File: config.mk
export PLATFORM = sky130hd
export DESIGN_NAME = gravity_tick_scheduler
export DESIGN_NICKNAME = d
export VERILOG_FILES = /design/src/rtl/gravity_pkg.sv /design/src/rtl/gravity_period_calc.sv /design/src/rtl/gravity_tick_scheduler.sv
export SDC_FILE = /design/constraint.sdc
export NUM_CORES = 1
export LEC_CHECK = 0
export CAP_MARGIN = 20
export CORE_MARGIN = 1.5
export CORE_UTILIZATION = 40
export CTS_CLUSTER_DIAMETER = 40
export CTS_CLUSTER_SIZE = 30
export DETAILED_ROUTE_END_ITERATION = 12
export REMOVE_ABC_BUFFERS = 1
export SYNTH_ARGS = -nofsm -noshare
export SYNTH_HDL_FRONTEND = slang
export SYNTH_SLANG_ARGS = --single-unit
File: constraint.sdc
create_clock -name clk -period 3.44 [get_ports clk]
set_input_delay 0.688 -clock clk [delete_from_list [all_inputs] [get_ports clk]]
set_output_delay 0.688 -clock clk [all_outputs]
set_load 0.005 [all_outputs]
File: src/rtl/gravity_pkg.sv
// Shared types and default sizing for the gravity tick scheduler.
package gravity_pkg;

    localparam int TICK_CNT_W     = 8;
    localparam int DEF_LEVEL_W    = 4;
    localparam int DEF_MAX_LEVEL  = 9;
    localparam int DEF_BASE_TICKS = 20;
    localparam int DEF_STEP_TICKS = 2;
    localparam int DEF_SOFT_TICKS = 1;
    localparam int DEF_LOCK_TICKS = 10;

    typedef enum logic [2:0] {
        ST_IDLE,
        ST_COUNT,
        ST_DROP_REQ,
        ST_LOCK_WAIT,
        ST_LOCK_REQ
    } state_e;

endpackage

File: src/rtl/gravity_period_calc.sv
// Combinational fall period: clamps the level, applies soft drop and
// saturates the result so the period is never below one tick.
module gravity_period_calc
    import gravity_pkg::*;
#(
    parameter int LEVEL_W    = DEF_LEVEL_W,
    parameter int MAX_LEVEL  = DEF_MAX_LEVEL,
    parameter int BASE_TICKS = DEF_BASE_TICKS,
    parameter int STEP_TICKS = DEF_STEP_TICKS,
    parameter int SOFT_TICKS = DEF_SOFT_TICKS
) (
    input  logic [LEVEL_W-1:0]    level,
    input  logic                  soft_drop,
    output logic [TICK_CNT_W-1:0] period
);

    function automatic logic [TICK_CNT_W-1:0] sat_period(input logic signed [8:0] raw);
        if (raw < 9'sd1) begin
            return TICK_CNT_W'(1);
        end
        return raw[TICK_CNT_W-1:0];
    endfunction

    logic [LEVEL_W-1:0] lvl;
    logic signed [8:0]  base_s;
    logic signed [8:0]  prod_s;
    logic signed [8:0]  raw_s;

    always_comb begin
        lvl = level;
        if (int'(level) > MAX_LEVEL) begin
            lvl = LEVEL_W'(MAX_LEVEL);
        end
        base_s = 9'(BASE_TICKS);
        prod_s = 9'(int'(lvl) * STEP_TICKS);
        raw_s  = base_s - prod_s;
        if (soft_drop) begin
            period = sat_period(9'(SOFT_TICKS));
        end else begin
            period = sat_period(raw_s);
        end
    end

endmodule

File: src/rtl/gravity_tick_scheduler.sv
// Counts gravity ticks and issues fall/lock requests to the board FSM
// over req/ack handshakes.
module gravity_tick_scheduler
    import gravity_pkg::*;
#(
    parameter int LEVEL_W    = DEF_LEVEL_W,
    parameter int MAX_LEVEL  = DEF_MAX_LEVEL,
    parameter int BASE_TICKS = DEF_BASE_TICKS,
    parameter int STEP_TICKS = DEF_STEP_TICKS,
    parameter int SOFT_TICKS = DEF_SOFT_TICKS,
    parameter int LOCK_TICKS = DEF_LOCK_TICKS
) (
    input  logic                  clk,
    input  logic                  rst,
    input  logic                  tick,
    input  logic                  enable,
    input  logic                  pause,
    input  logic                  soft_drop,
    input  logic [LEVEL_W-1:0]    level,
    input  logic                  landed,
    output logic                  drop_req,
    input  logic                  drop_ack,
    output logic                  lock_req,
    input  logic                  lock_ack,
    output logic [TICK_CNT_W-1:0] tick_cnt,
    output logic                  overrun
);

    state_e                  state_q, state_d;
    logic [TICK_CNT_W-1:0]   cnt_q, cnt_d;
    logic                    drop_req_q, drop_req_d;
    logic                    lock_req_q, lock_req_d;
    logic                    overrun_q, overrun_d;
    logic [TICK_CNT_W-1:0]   period;
    logic [TICK_CNT_W:0]     cnt_inc;
    logic                    tick_live;

    gravity_period_calc #(
        .LEVEL_W    (LEVEL_W),
        .MAX_LEVEL  (MAX_LEVEL),
        .BASE_TICKS (BASE_TICKS),
        .STEP_TICKS (STEP_TICKS),
        .SOFT_TICKS (SOFT_TICKS)
    ) u_period (
        .level     (level),
        .soft_drop (soft_drop),
        .period    (period)
    );

    assign cnt_inc   = {1'b0, cnt_q} + (TICK_CNT_W+1)'(1);
    assign tick_live = tick & ~pause;

    always_comb begin
        state_d   = state_q;
        cnt_d     = cnt_q;
        overrun_d = overrun_q;
        if (!enable) begin
            state_d   = ST_IDLE;
            cnt_d     = '0;
            overrun_d = 1'b0;
        end else begin
            case (state_q)
                ST_IDLE: begin
                    state_d = ST_COUNT;
                    cnt_d   = '0;
                end
                ST_COUNT: begin
                    // landed wins over a same-cycle tick; >= lets a shrunken period fire at once
                    if (!pause) begin
                        if (landed) begin
                            state_d = ST_LOCK_WAIT;
                            cnt_d   = '0;
                        end else if (tick) begin
                            if (cnt_inc >= {1'b0, period}) begin
                                state_d = ST_DROP_REQ;
                                cnt_d   = '0;
                            end else begin
                                cnt_d = cnt_inc[TICK_CNT_W-1:0];
                            end
                        end
                    end
                end
                ST_DROP_REQ: begin
                    if (tick_live) overrun_d = 1'b1;
                    if (drop_ack) state_d = ST_COUNT;
                end
                ST_LOCK_WAIT: begin
                    if (!pause) begin
                        if (!landed) begin
                            state_d = ST_COUNT;
                            cnt_d   = '0;
                        end else if (tick) begin
                            if (cnt_inc >= (TICK_CNT_W+1)'(LOCK_TICKS)) begin
                                state_d = ST_LOCK_REQ;
                                cnt_d   = '0;
                            end else begin
                                cnt_d = cnt_inc[TICK_CNT_W-1:0];
                            end
                        end
                    end
                end
                ST_LOCK_REQ: begin
                    if (tick_live) overrun_d = 1'b1;
                    if (lock_ack) begin
                        state_d = ST_COUNT;
                        cnt_d   = '0;
                    end
                end
                default: begin
                    state_d = ST_IDLE;
                    cnt_d   = '0;
                end
            endcase
        end
        // Requests are registered images of the next state, so they can never overlap
        drop_req_d = (state_d == ST_DROP_REQ);
        lock_req_d = (state_d == ST_LOCK_REQ);
    end

    always_ff @(posedge clk or posedge rst) begin
        if (rst) begin
            state_q    <= ST_IDLE;
            cnt_q      <= '0;
            drop_req_q <= 1'b0;
            lock_req_q <= 1'b0;
            overrun_q  <= 1'b0;
        end else begin
            state_q    <= state_d;
            cnt_q      <= cnt_d;
            drop_req_q <= drop_req_d;
            lock_req_q <= lock_req_d;
            overrun_q  <= overrun_d;
        end
    end

    assign drop_req = drop_req_q;
    assign lock_req = lock_req_q;
    assign tick_cnt = cnt_q;
    assign overrun  = overrun_q;

endmodule

==> metrics.md <==
| Metric | Value |
|---|---|
| Root cell of the clock tree | `clkbuf_4` |
| Synth top area cells | `dfrtp_1 27%, ha_1 11%, nand2_1 4.6%` |
| Comb pwr share | `0.200` |
| Startpoint types | `input pin` |
| First-pass GRT wire length | `5160 µm` |
| Vias | `1241` |
| Prevailing post-synth register cell | `dfrtp_1` |
| Layout area overhead | `29.7%` |
| Worst r2r path cells | `14` |
| Post-Place Worst Slack | `-0.354 ns` |
| DRC | `0` |
| Most frequent cells in the layout | `19 x clkdlybuf4s50_1, 14 x nand2_1, 14 x dfrtp_1` |
| Leak Pwr | `0.788 nW` |
| Slew Limit Fails | `0` |
| Max-cap violations | `0` |
| Clock Latency Late Sink | `0.28 ns` |
| P_int | `268 µW` |
| Synth top area share | `0.269` |
| RSZ-0062 raised after global routing | `false` |
| I/O Buffers | `23` |
| Worst-margin pin slew | `0.653 ns` |
| CTS clk-pin slew, worst paths | `0.08 ns` |
| Share of cells above drive strength 1 | `0.139` |
| Die H | `60.0 µm` |
| Num rows | `20` |
| Initial antenna violation count | `0` |
| Via density | `5.37` |
| Max_slew headroom | `0.564` |
| FF+latch count, synth | `14` |
| Final Setup Violations | `0` |
| Net count, final | `212` |
| Switching power | `94.0 µW` |
| Synthesized instance count | `157` |
| FILL cells | `314` |
| Hold WS | `0.497 ns` |
| Critical path type | `input pin to flop` |
| Vias in the first global route | `1177` |
| Die width | `60.0 µm` |
| # diodes | `0` |
| Initial core utilization | `0.423` |
| Synthesized area | `1300 µm²` |
| Tcrit/Tclk final | `0.910` |
| Crit-path slowest cell | `clkdlybuf4s50_1` |
| CTS Buffer Depth | `2` |
| CP max FO | `3` |
| Wire length per cell | `13.1 µm` |
| Number of synthesized flops with an enable pin | `0` |
| Clock skew | `0.00107 ns` |
| # clock sinks | `14` |
| Grt met3 use | `0.0130` |
| Critical Path Sink Type | `flop` |
| Gr usage total | `0.188` |
| Final Hold Fails | `0` |
| CORE AREA | `3080 µm²` |
| Core Util, Final | `0.548` |
| Grt ovf | `0` |
| I/O pins | `24` |
| Largest net degree at the start of global routing | `15` |
| Seq/Total Area, Yosys | `0.269` |
| Synth Area per Inst | `8.29 µm²` |
| Clock share of power | `0.325` |
| Switching Fraction | `0.260` |
| Cells along the critical path | `clkdlybuf4s50_1, or3_1, nand2_1, o21ai_0, ha_1, a211o_1, a31oi_2, a21boi_2, nor3_2, buf_4, o41ai_1, buf_4, a311oi_1` |
| Warnings from Yosys | `0` |
| Fmax | `0.319 GHz` |
| Commonest non-fill, non-tap cell in the layout | `clkdlybuf4s50_1` |
| Die area | `3600 µm²` |
| Peak supply drop | `73.3 µV` |
| CTS tree | `yes` |
| Setup bufs post-CTS | `0` |
| Post-synthesis cell type count | `45` |
| CP required | `3.63 ns` |
| Status | `complete, no violations` |
| Seq pwr share | `0.475` |
| Number of DRC markers in iteration 0 | `43` |
| Worst min-delay path class | `flop to flop` |
| Routing usage on met1 | `0.259` |
| Setup WS post-layout | `0.310 ns` |
| Fraction of registers with async set/reset | `1.00` |
| Most used routing layer | `met2` |
| Htree depth | `1` |
| Biggest area consumer among synthesized cells | `dfrtp_1` |
| Placed inst area | `1620 µm²` |
| Multi-input gate area | `916 µm²` |
| Final HPWL DP | `2340 µm` |
| Pwr per Cell Area | `214 nW/µm²` |
| CTS Buf Count | `3` |
| Placer Congestion | `0.846` |
| Cell family with most CP delay | `compound AO/OA/AOI/OAI gates` |
| CP most frequent cell | `buf_4` |
| Register area | `350 µm²` |
| Critical Path Stages | `13` |
| Total Routed Length | `3030 µm` |
| CP bufs+invs | `3` |
| Fin crit period | `3.13 ns` |
| CP max stage delay | `0.44 ns` |
| Final ANT Viol Nets | `0` |
| Final Cell Area | `1690 µm²` |
| Met2 Resource Use GR | `0.303` |
| Worst hold stages | `1` |
| DRT Pass-1 Iters | `4` |
| CP arrival | `3.32 ns` |
==> final cells by class <==
cell class,count,share of cell area
tap,44,0.0326
inverter,8,0.0178
timing repair buffer,31,0.178
sequential,14,0.208
clock buffer,4,0.0215
multi-input combinational,130,0.543
==> registers in the layout (all words and copies together), names as in the netlist <==
name	flops
state_q	3
lock_req	1
tick_cnt	8
overrun	1
drop_req	1
==> through the flow <==
stage	total power, mW	instances	TNS [ns]
final	0.362	231	0
after global routing	0.378	231	0
after CTS	0.361	231	0
after detailed placement	0.245	227	-3.08
after global placement	0.243	227	-2.87
after floorplan	0.210	152	0
==> power groups by stage <==
stage / Sequential (mW) / Clock [mW] / Combinational (mW)
finish: 0.172 / 0.118 / 0.0722
global route: 0.173 / 0.124 / 0.0815
CTS: 0.172 / 0.119 / 0.0704
detailed placement: 0.175 / 0 / 0.0697
global placement: 0.175 / 0 / 0.0684
floorplan: 0.174 / 0 / 0.0359
==> cells in the mapped netlist, drive strengths merged (4+ instances only) <==
cell / number
nand2b: 7
nand2: 16
nor2: 13
dfrtp: 14
inv: 8
o21ai: 9
or3: 4
clkbuf: 5
a211oi: 4
xor2: 6
nor3: 6
ha: 11
nor2b: 6
a21oi: 4
==> layer usage <==
| metal | wire (µm) | share of wire |
|---|---|---|
| met1 | 1510 | 0.50 |
| met2 | 1400 | 0.46 |
| met3 | 73 | 0.024 |
| met4 | 46 | 0.015 |
| met5 | 0 | 0 |
==> worst register-to-register path: cells and delay by family, from the launching register on <==
kind                     cells  cell delay [ns]
AND/OR/NAND/NOR              4             0.83
AO/OA/AOI/OAI                5             0.82
adder cells (fa/ha/maj)      2             0.55
flip-flops                   1             0.43
buffers and inverters        3             0.39
==> logic make-up (layout without fill, tap and decap cells) <==
group | Yosys count | in the layout | share of synthesized area
AOI/OAI and AO/OA | 40 | 40 | 0.221
xor gates and xnor gates | 9 | 9 | 0.0606
adders and majority gates | 11 | 11 | 0.106
buffers and inverters | 15 | 43 | 0.0510
DFF | 14 | 14 | 0.269
muxes | 1 | 1 | 0.00865
other | 1 | 3 | 0.00288
and+or+nand+nor | 66 | 66 | 0.281
==> what timing repair did <==
item,4_1_cts,5_1_grt
resized for setup,1,9
pin swaps,0,6
setup endpoints to repair,5,11
hold buffers,0,0
cloned,0,0
==> final timing paths <==
kind | start | slack (ns) | to
setup / recovery | soft_drop | 0.31 | state_q[0]$_DFF_PP0_
hold / removal | overrun$_DFFE_PP0P_ | 0.50 | overrun$_DFFE_PP0P_
setup reg to reg | tick_cnt[1]$_DFFE_PP0P_ | 0.33 | state_q[0]$_DFF_PP0_
hold reg to reg | overrun$_DFFE_PP0P_ | 0.50 | overrun$_DFFE_PP0P_
max in group asynchronous | rst | 2.36 | overrun$_DFFE_PP0P_
min in group asynchronous | rst | 0.74 | tick_cnt[7]$_DFFE_PP0P_
(Power assumes the default switching activity.)
